$ cat src/rtl/i2s_adc_receiver_if.sv
`timescale 1ns/1ps
`default_nettype none
// ============================================================================
//  Module      : i2s_adc_receiver_if
//  Description : Sample-buffer write port and full/release handshake between
//                the I2S ADC receiver and its buffer consumer.
//  Revision    : 1.0  initial release
// ============================================================================
interface i2s_adc_receiver_if #(
    parameter int SAMPLE_BITS      = 16,
    parameter int BUFFER_ADDR_BITS = 9
);
    logic [BUFFER_ADDR_BITS-1:0] address;
    logic [SAMPLE_BITS-1:0]      buffer_data_out;
    logic                        buffer_we_o;
    logic                        buffer_sel_o;
    logic                        buffer_full_o;
    logic                        overrun_o;
    logic                        buffer_released_i;

    // Receiver side: writes samples, reports buffer state, accepts releases
    modport master (
        output address,
        output buffer_data_out,
        output buffer_we_o,
        output buffer_sel_o,
        output buffer_full_o,
        output overrun_o,
        input  buffer_released_i
    );

    // Consumer side: observes writes and buffer state, releases halves
    modport slave (
        input  address,
        input  buffer_data_out,
        input  buffer_we_o,
        input  buffer_sel_o,
        input  buffer_full_o,
        input  overrun_o,
        output buffer_released_i
    );
endinterface
`default_nettype wire

$ cat src/rtl/i2s_adc_receiver.sv
`timescale 1ns/1ps
`default_nettype none
// ============================================================================
//  Module      : i2s_adc_receiver
//  Description : Oversampling I2S slave receiver for the codec ADC path.
//                Deserialises left/right words and writes them interleaved
//                into a ping-pong sample buffer with a full/release handshake.
//  Revision    : 1.0  initial release
// ============================================================================
module i2s_adc_receiver #(
    parameter int SAMPLE_BITS      = 16,
    parameter int BUFFER_ADDR_BITS = 9,
    parameter int BUFFER_WORDS     = 512
) (
    input  wire                   master_clock,
    input  wire                   reset_n,
    input  wire                   I2S_BCLK,
    input  wire                   I2S_ADCLRC,
    input  wire                   I2S_ADCDAT,
    i2s_adc_receiver_if.master    bus
);

    localparam int                    c_CNT_BITS  = $clog2(SAMPLE_BITS);
    localparam logic [c_CNT_BITS-1:0] c_LAST_BIT  = c_CNT_BITS'(SAMPLE_BITS - 1);
    localparam logic [BUFFER_ADDR_BITS-1:0] c_LAST_ADDR = BUFFER_ADDR_BITS'(BUFFER_WORDS - 1);

    typedef enum logic [1:0] {
        ALIGN = 2'd0,
        DELAY = 2'd1,
        SHIFT = 2'd2,
        PAD   = 2'd3
    } state_t;

    state_t                      r_state;
    state_t                      w_state_next;

    logic [1:0]                  r_bclk_sync;
    logic [1:0]                  r_lrc_sync;
    logic [1:0]                  r_dat_sync;
    logic                        r_bclk_q;
    logic                        r_rise;
    logic                        r_lrc_d;
    logic                        r_dat_d;
    logic                        r_lrc_last;

    // MSB of the word is never stored here: it is taken straight from the
    // shift input when the final bit arrives.
    logic [SAMPLE_BITS-2:0]      r_shift;
    logic [c_CNT_BITS-1:0]       r_bit_cnt;

    logic                        r_we;
    logic [SAMPLE_BITS-1:0]      r_data;
    logic [BUFFER_ADDR_BITS-1:0] r_addr;
    logic                        r_sel;
    logic                        r_full;
    logic                        r_overrun;

    logic                        w_lrc_fall;
    logic                        w_lrc_edge;
    logic                        w_shift_en;
    logic                        w_capture;
    logic                        w_short;
    logic [SAMPLE_BITS-1:0]      w_word;
    logic                        w_wrap;
    logic                        w_full_kept;

    // Two-stage synchronisers plus a registered BCLK rise strobe; LRC and DATA
    // get one extra stage so they line up with the strobe.
    always_ff @(posedge master_clock) begin
        if (!reset_n) begin
            r_bclk_sync <= 2'b00;
            r_lrc_sync  <= 2'b00;
            r_dat_sync  <= 2'b00;
            r_bclk_q    <= 1'b0;
            r_rise      <= 1'b0;
            r_lrc_d     <= 1'b0;
            r_dat_d     <= 1'b0;
        end else begin
            r_bclk_sync <= {r_bclk_sync[0], I2S_BCLK};
            r_lrc_sync  <= {r_lrc_sync[0], I2S_ADCLRC};
            r_dat_sync  <= {r_dat_sync[0], I2S_ADCDAT};
            r_bclk_q    <= r_bclk_sync[1];
            r_rise      <= r_bclk_sync[1] & ~r_bclk_q;
            r_lrc_d     <= r_lrc_sync[1];
            r_dat_d     <= r_dat_sync[1];
        end
    end

    // Word-select level seen at the previous BCLK rise, for slot edge detection
    always_ff @(posedge master_clock) begin
        if (!reset_n) begin
            r_lrc_last <= 1'b0;
        end else if (r_rise) begin
            r_lrc_last <= r_lrc_d;
        end
    end

    assign w_lrc_fall = r_rise & r_lrc_last & ~r_lrc_d;
    assign w_lrc_edge = r_rise & (r_lrc_last ^ r_lrc_d);
    assign w_word     = {r_shift, r_dat_d};

    // State register
    always_ff @(posedge master_clock) begin
        if (!reset_n) begin
            r_state <= ALIGN;
        end else begin
            r_state <= w_state_next;
        end
    end

    // Next-state and control strobes. The rise that reveals an LRC edge is
    // itself the I2S delay bit, so it is consumed by the transition into
    // DELAY; DELAY then only clears the bit counter for one cycle.
    always_comb begin
        w_state_next = r_state;
        w_shift_en   = 1'b0;
        w_capture    = 1'b0;
        w_short      = 1'b0;
        case (r_state)
            ALIGN: begin
                if (w_lrc_fall) begin
                    w_state_next = DELAY;
                end
            end
            DELAY: begin
                w_state_next = SHIFT;
            end
            SHIFT: begin
                if (w_lrc_edge) begin
                    w_short      = 1'b1;
                    w_state_next = ALIGN;
                end else if (r_rise) begin
                    w_shift_en = 1'b1;
                    if (r_bit_cnt == c_LAST_BIT) begin
                        w_capture    = 1'b1;
                        w_state_next = PAD;
                    end
                end
            end
            PAD: begin
                if (w_lrc_edge) begin
                    w_state_next = DELAY;
                end
            end
            default: begin
                w_state_next = ALIGN;
            end
        endcase
    end

    // Serial-to-parallel shift register and bit counter
    always_ff @(posedge master_clock) begin
        if (!reset_n) begin
            r_shift   <= '0;
            r_bit_cnt <= '0;
        end else if (r_state == DELAY) begin
            r_bit_cnt <= '0;
        end else if (w_shift_en) begin
            r_shift   <= w_word[SAMPLE_BITS-2:0];
            r_bit_cnt <= r_bit_cnt + 1'b1;
        end
    end

    // One-cycle write strobe carrying the completed word
    always_ff @(posedge master_clock) begin
        if (!reset_n) begin
            r_we   <= 1'b0;
            r_data <= '0;
        end else begin
            r_we <= w_capture;
            if (w_capture) begin
                r_data <= w_word;
            end
        end
    end

    assign w_wrap      = r_we && (r_addr == c_LAST_ADDR);
    // A release in the completing cycle is applied before the completion
    assign w_full_kept = r_full & ~bus.buffer_released_i;

    // Address advance, half completion, release and overrun bookkeeping
    always_ff @(posedge master_clock) begin
        if (!reset_n) begin
            r_addr    <= '0;
            r_sel     <= 1'b0;
            r_full    <= 1'b0;
            r_overrun <= 1'b0;
        end else if (r_we) begin
            if (w_wrap) begin
                r_addr <= '0;
                r_full <= 1'b1;
                if (w_full_kept) begin
                    r_overrun <= 1'b1;
                end else begin
                    r_sel <= ~r_sel;
                end
            end else begin
                r_addr <= r_addr + 1'b1;
                r_full <= w_full_kept;
            end
        end else begin
            r_full <= w_full_kept;
            // A dropped right word leaves an odd address; skip its slot so the
            // next left word lands on an even address. Rounding past the last
            // word restarts the half without flagging it complete.
            if (w_short && r_addr[0]) begin
                r_addr <= (r_addr == c_LAST_ADDR) ? '0 : r_addr + 1'b1;
            end
        end
    end

    assign bus.address         = r_addr;
    assign bus.buffer_data_out = r_data;
    assign bus.buffer_we_o     = r_we;
    assign bus.buffer_sel_o    = r_sel;
    assign bus.buffer_full_o   = r_full;
    assign bus.overrun_o       = r_overrun;

endmodule
`default_nettype wire

$ cat src/flat_wrapper.sv
// flat-port wrapper written by rule: the top's interface ports become plain ports
module i2s_adc_receiver_flat 
#(
    parameter int SAMPLE_BITS      = 16,
    parameter int BUFFER_ADDR_BITS = 9,
    parameter int BUFFER_WORDS     = 512
)
  (master_clock, reset_n, I2S_BCLK, I2S_ADCLRC, I2S_ADCDAT, bus_address, bus_buffer_data_out, bus_buffer_we_o, bus_buffer_sel_o, bus_buffer_full_o, bus_overrun_o, bus_buffer_released_i);
  i2s_adc_receiver_if #(.SAMPLE_BITS(SAMPLE_BITS), .BUFFER_ADDR_BITS(BUFFER_ADDR_BITS)) bus_i ();
  input  wire master_clock;
  input  wire reset_n;
  input  wire I2S_BCLK;
  input  wire I2S_ADCLRC;
  input  wire I2S_ADCDAT;
  output wire logic [$bits(bus_i.address)-1:0] bus_address;
  output wire logic [$bits(bus_i.buffer_data_out)-1:0] bus_buffer_data_out;
  output wire logic [$bits(bus_i.buffer_we_o)-1:0] bus_buffer_we_o;
  output wire logic [$bits(bus_i.buffer_sel_o)-1:0] bus_buffer_sel_o;
  output wire logic [$bits(bus_i.buffer_full_o)-1:0] bus_buffer_full_o;
  output wire logic [$bits(bus_i.overrun_o)-1:0] bus_overrun_o;
  input wire logic [$bits(bus_i.buffer_released_i)-1:0] bus_buffer_released_i;
  assign bus_address = bus_i.address;
  assign bus_buffer_data_out = bus_i.buffer_data_out;
  assign bus_buffer_we_o = bus_i.buffer_we_o;
  assign bus_buffer_sel_o = bus_i.buffer_sel_o;
  assign bus_buffer_full_o = bus_i.buffer_full_o;
  assign bus_overrun_o = bus_i.overrun_o;
  assign bus_i.buffer_released_i = bus_buffer_released_i;
  i2s_adc_receiver #(.SAMPLE_BITS(SAMPLE_BITS), .BUFFER_ADDR_BITS(BUFFER_ADDR_BITS), .BUFFER_WORDS(BUFFER_WORDS)) u_core (.master_clock(master_clock), .reset_n(reset_n), .I2S_BCLK(I2S_BCLK), .I2S_ADCLRC(I2S_ADCLRC), .I2S_ADCDAT(I2S_ADCDAT), .bus(bus_i));
endmodule
$ cat config.mk
export PLATFORM = sky130hd
export DESIGN_NAME = i2s_adc_receiver_flat
export DESIGN_NICKNAME = d
export VERILOG_FILES = /design/src/rtl/i2s_adc_receiver_if.sv /design/src/rtl/i2s_adc_receiver.sv /design/src/flat_wrapper.sv
export SDC_FILE = /design/constraint.sdc
export NUM_CORES = 1
export LEC_CHECK = 0
export ABC_AREA = 0
export CAP_MARGIN = 25
export CORE_MARGIN = 3
export CORE_UTILIZATION = 48
export CTS_CLUSTER_SIZE = 10
export DETAILED_ROUTE_END_ITERATION = 8
export GPL_ROUTABILITY_DRIVEN = 1
export PLACE_DENSITY = 0.74
export RECOVER_POWER = 50
export SLEW_MARGIN = 20
export SYNTH_ARGS = -nofsm -noshare
export SYNTH_HDL_FRONTEND = slang
export SYNTH_SLANG_ARGS = --single-unit
$ cat constraint.sdc
create_clock -name master_clock -period 2.3 [get_ports master_clock]
set_clock_uncertainty 0.15 [all_clocks]
set_input_delay 0.46 -clock master_clock [delete_from_list [all_inputs] [get_ports master_clock]]
set_output_delay 0.46 -clock master_clock [all_outputs]
set_load 0.02 [all_outputs]
After elaboration in Yosys (flattened, before gate mapping)
Cells that the tools add are included.
{"block": "word_totals", "elab_cells": 71, "output_inout_bits": 29, "ff_bits": 61, "memories": 0, "ramBits": 0, "latchBits": 0, "mem_bits_ro": 0, "in_bits": 6}
{"block": "classes", "div": 0, "addsub": 2, "n_shift": 0, "order_cmp": 0, "n_mux": 21, "n_eq_ne": 9, "n_reduce_logical": 9, "bitwise": 13, "n_mul": 0}
{"operator": "$mux 9", "count": 4}
{"operator": "$mux 1", "count": 11}
{"operator": "$mux 2", "count": 5}
{"operator": "$add 9x1->9 const B", "count": 1}
{"operator": "$eq 9x9->1 const B", "count": 1}
{"operator": "$pmux 2 s4", "count": 1}
{"operator": "$not 1->1", "count": 7}
{"operator": "$ne 3x1->1 const B", "count": 2}
{"operator": "$reduce_and 3->1", "count": 2}
{"operator": "$and 1x1->1", "count": 5}
{"operator": "$add 4x1->4 const B", "count": 1}
{"operator": "$eq 2x2->1 const B", "count": 2}
{"operator": "$eq 4x4->1 const B", "count": 1}
{"operator": "$ne 2x1->1 const B", "count": 2}
{"operator": "$reduce_and 4->1", "count": 1}
{"operator": "$eq 2x1->1 const B", "count": 1}
{"operator": "$logic_and 1x1->1", "count": 2}
{"operator": "$logic_not 2->1", "count": 1}
{"operator": "$reduce_and 2->1", "count": 1}
{"operator": "$reduce_bool 2->1", "count": 1}
{"operator": "$reduce_or 2->1", "count": 1}
{"operator": "$xor 1x1->1", "count": 1}

Longest topological paths before layout
{"block": "depth", "ltp_word": 7, "depth_mapped": 8, "depth_no_buf": 7}

Least setup slack after synthesis
No wires, ideal clock.
{"block": "synth_path", "kind": "register to register", "from": "register u_core.r_addr[0] (netlist: u_core.bus.address[0])", "to": "register u_core.r_addr[5] (netlist: u_core.bus.address[5])", "path_stages_with_launch": 8, "period_less_slack_ps": 2244, "path_buffers": 0, "required_ps": 2091, "setup_slack_ps": 56, "setup_ps": 59, "arrival_time_ps": 2035, "path_cell_list": "dfxtp_1 -> ha_1 -> and4_1 -> ha_1 -> and4_1 -> a21o_1 -> or4_1 -> nand2_1"}
{"block": "synth_via", "elab_chain_cells": 4, "word_cells_on_any_way": 9, "cone_classes": "add/sub: 1; eq/ne: 1; mux: 4; reduce/logical: 3"}
{"item": "from (decl)", "line_no": "i2s_adc_receiver.sv:53", "text": "logic [BUFFER_ADDR_BITS-1:0] r_addr;"}
{"item": "from (signal assigned)", "line_no": "i2s_adc_receiver.sv:198", "text": "r_addr <= r_addr + 1'b1;"}
{"item": "from (signal assigned)", "line_no": "i2s_adc_receiver.sv:207", "text": "r_addr <= (r_addr == c_LAST_ADDR) ? '0 : r_addr + 1'b1;"}
{"item": "$add 9x1->9 / $eq 9x9->1 (equally long branches)", "line_no": "i2s_adc_receiver.sv:198, i2s_adc_receiver.sv:207, i2s_adc_receiver.sv:177"}
{"item": "$mux 9 / $logic_and 1x1->1 (equally long branches)", "line_no": "i2s_adc_receiver.sv:207, i2s_adc_receiver.sv:177"}
{"item": "$mux 9 (on tied branches)", "line_no": "i2s_adc_receiver.sv:206, i2s_adc_receiver.sv:189"}
{"item": "$mux 9", "line_no": "i2s_adc_receiver.sv:188", "text": "end else if (r_we) begin"}
Several ways; a longest one is shown, not always the timed one. The select of a mux whose other input is x is not followed.
A chain may end at the register's enable or synchronous reset.

Worst setup path in the final report
{"block": "layout_path", "from": "register u_core.r_addr[3] (netlist: u_core.bus.address[3])", "to": "register u_core.r_addr[5] (netlist: u_core.bus.address[5])"}
{"block": "layout_via", "elab_chain_cells": 4, "word_cells_on_any_way": 7, "cone_classes": "add/sub: 1; eq/ne: 1; mux: 4; reduce/logical: 1"}
{"item": "$add 9x1->9 / $eq 9x9->1 (equally long branches)", "line_no": "i2s_adc_receiver.sv:198, i2s_adc_receiver.sv:207, i2s_adc_receiver.sv:177"}
{"item": "$mux 9 / $logic_and 1x1->1 (equally long branches)", "line_no": "i2s_adc_receiver.sv:207, i2s_adc_receiver.sv:177"}
{"item": "$mux 9 (on tied branches)", "line_no": "i2s_adc_receiver.sv:206, i2s_adc_receiver.sv:189"}
{"item": "$mux 9 (*)", "line_no": "i2s_adc_receiver.sv:188"}
Every way passes the cells marked *; elsewhere a longest branch is shown, timed or not. The select of a mux whose other input is x is not followed.

==> summary.txt <==
Routing
  – Metal-1 WL: 2220 microns
  – First drt pass iteration count: 4
  – Detailed-route via count: 1870
  – Met2 Wirelength: 2060 microns
  – Top layer in use: met4
  – Post-route DRC: 0
  – Post-detailed-route count of antenna-violating nets: 0
  – DR iter-0 viols: 101
  – Met3 WL: 196 microns
  – Via/cell ratio: 5.07
  – Avg WL per Cell: 12.6 microns
  – Final wirelength: 4660 microns

Clock network
  – Total CTS buffers: 9
  – Post-CTS Setup Bufs: 0
  – Worst-case clock buffer depth: 2
  – Post-cts repair resize count: 0
  – CTS clk-pin slew, worst paths: 0.06 ns
  – Root Buffer Master: clkbuf_8
  – Clk sinks: 61
  – CTS Hold Buffers Added: 0
  – Worst skew pair latency: 0.33 ns
  – H-tree Lvls: 3
  – CTS tree: built

GRT
  – Vias in the first global route: 1820
  – Grt total ovfl: 0
  – GRT Overall Usage: 0.166
  – Antenna violations before repair: 0
  – Largest net degree at the start of global routing: 53
  – First-pass GRT wire length: 8020 microns

Timing
  – Post-route setup slack: 0.166 ns
  – Final Hold Viols: 0
  – Slew margin rel.: 0.489
  – Final min period: 2.13 ns
  – Final setup viols: 0
  – Smallest hold slack: 0.234 ns
  – RSZ-0062 raised after global routing: false
  – Final period utilization: 0.928
  – Pins over their slew limit: 0
  – Sum Neg Setup Slack: 0 ns
  – Fmax: 0.469 GHz
  – Worst-margin pin slew: 0.767 ns

Place
  – Place WS: 0.132 ns
  – I/O Buffers: 34
  – Routability cong.: 0.850
  – DP HPWL: 3050 microns

Run
  – Max Cap Viol: 0

Min path
  – Worst Hold Launch: u_core.r_bclk_q
  – HP Class: register to register
  – Hold depth: 1
  – WHS Endpoint: u_core.r_rise

Status
  – Outcome: complete, no violations

Synthesis
  – Synth Flop Type: dfxtp_1
  – Synth area leader: dfxtp_1
  – Most frequent cells after synthesis: dfxtp_1 (61), nand2_1 (38), mux2i_1 (21), nor2b_1 (19)
  – Mean post-synth cell area: 9.66 sq um
  – Synth area leaders: dfxtp_1 (49%), mux2i_1 (8.4%), nand2_1 (5.7%), nor2b_1 (4.8%), ha_1 (4.0%)
  – FF+latch count, synth: 61
  – Post-synth EDFFs: 0
  – Most common cell in the netlist: dfxtp_1
  – Synth top area share: 0.490
  – Ys async rst share: 0
  – Post-Syn Instances: 258
  – Netlist cell types: 38
  – Syn_nets: 272
  – Synth warn: 0
  – Sequential element share of the synthesized area: 0.490
  – Post-Syn Area: 0.00249 sq mm

Floorplan
  – Die H: 78.1 microns
  – Die Wd: 78.1 microns
  – Die ar.: 0.00609 sq mm
  – Row count: 25
  – Initial core utilization: 0.511
  – Top-Level Pins: 35
  – Core ar.: 0.00488 sq mm

Worst setup path
  – RR Startpoint: u_core.bus.address[3]
  – CP max FO: 6
  – Worst EP required: 2.42 ns
  – CP Class: register to register
  – Reg2reg setup slack: 0.17 ns
  – Worst Path Arrival: 2.26 ns
  – Crit path capture type: register
  – Startpoint Class: register
  – Worst r2r dst: u_core.bus.address[5]
  – R2r worst-path depth: 7

Final layout
  – Area Overhead vs Synth: 23.0%
  – Layout cells sized above 1: 0.0762
  – Layout Nets: 312
  – # diodes: 0

Power and ir drop
  – Pwr per Cell Area: 626 mW/mm^2
  – Sequential share of power: 0.558
  – Sw Pwr: 0.410 mW
  – PnR Total Power: 1.92 mW
  – Switching Share: 0.214
  – P_int: 1.51 mW
  – Logic pwr share: 0.031
  – Worst vdd ir: 464 uV
  – Leakage: 1.11 nW
  – Clock power frac: 0.411
-- worst max-delay path, stage by stage, from the launching register on --
cell and delay (ns):
dfxtp_1 0.35, and4_1 0.21, and4_1 0.23, ha_2 0.21
and4_1 0.21, a21o_1 0.18, or4_1 0.46, nand2_1 0.08
-- sequential cells by signal, summed over array words and instances (netlist names), 2 cells and up --
signal	cells
u_core.bus.buffer_data_out	16
u_core.r_shift	15
u_core.bus.address	9
u_core.r_bit_cnt	4
u_core.r_bclk_sync	2
u_core.r_dat_sync	2
u_core.r_lrc_sync	2
u_core.r_state	2
-- metrics by stage --
stage | instances | cell area (sq um) | util
after CTS | 369 | 3090 | 0.632
after global routing | 369 | 3070 | 0.628
after detailed placement | 354 | 2930 | 0.600
after floorplan | 258 | 2490 | -
final | 369 | 3070 | 0.628
after global placement | 354 | 2930 | 0.600
-- kinds of logic (layout without fill, tap and decap cells) --
family	after synthesis	in the layout	synth area share
and+or+nand+nor	101	101	0.212
DFF	61	61	0.490
AOI/OAI and AO/OA	43	43	0.118
muxes	21	21	0.0843
buffers and inverters	19	63	0.0371
adders and majority gates	8	8	0.0402
xor gates and xnor gates	5	5	0.0176
-- power by group through the flow --
stage	Clock (mW)	Combinational, mW	Sequential, mW
6_report	0.789	0.0591	1.07
5_1_grt	0.856	0.0650	1.07
4_1_cts	0.812	0.0605	1.07
3_5_place_dp	0	0.0602	1.10
3_3_place_gp	0	0.0602	1.10
2_1_floorplan	0	0.0385	1.09
-- layout by cell type, fill, tap and decap left out, drive strengths merged, types with 3 or more instances in the layout --
| cell | count |
|---|---|
| a21boi | 17 |
| xnor2 | 4 |
| dlygate4sd3 | 11 |
| dfxtp | 61 |
| buf | 5 |
| o21ai | 8 |
| nor2b | 19 |
| and4 | 3 |
| or3 | 5 |
| a21oi | 8 |
| mux2i | 21 |
| nor3 | 3 |
| inv | 6 |
| and2 | 12 |
| clkbuf | 16 |
| clkdlybuf4s50 | 23 |
| nor2 | 8 |
| ha | 8 |
| nand2 | 38 |
| nand3 | 4 |
-- worst max path at each step --
stage	to	from	depth (start not counted)	slack, ns
2_1_floorplan	u_core.bus.address[5]	u_core.bus.address[0]	7	0.06
3_3_place_gp	u_core.bus.address[5]	u_core.bus.address[3]	7	0.19
3_5_place_dp	u_core.bus.address[5]	u_core.bus.address[4]	7	0.13
4_1_cts	u_core.bus.address[5]	u_core.bus.address[4]	7	0.11
5_1_grt	u_core.bus.buffer_data_out[11]	u_core.r_rise	5	0.03
6_report	u_core.bus.address[5]	u_core.bus.address[3]	7	0.17
-- final cells by class --
class	instances	area [sq um]
clock buffer	13	149
clock inverter	2	10.0
fill	449	1810
inverter	6	22.5
multi-input combinational	178	1190
sequential	61	1220
tap	67	83.8
timing repair buffer	42	392
-- layer usage --
layer | global-route usage | vias up
met1 | 0.206 | 854
met3 | 0.0459 | 17
met4 | 0.115 | 0
met2 | 0.249 | 45
li1 | - | 954
met5 | 0 | -
Note: power is estimated with default switching activity, not from simulation.
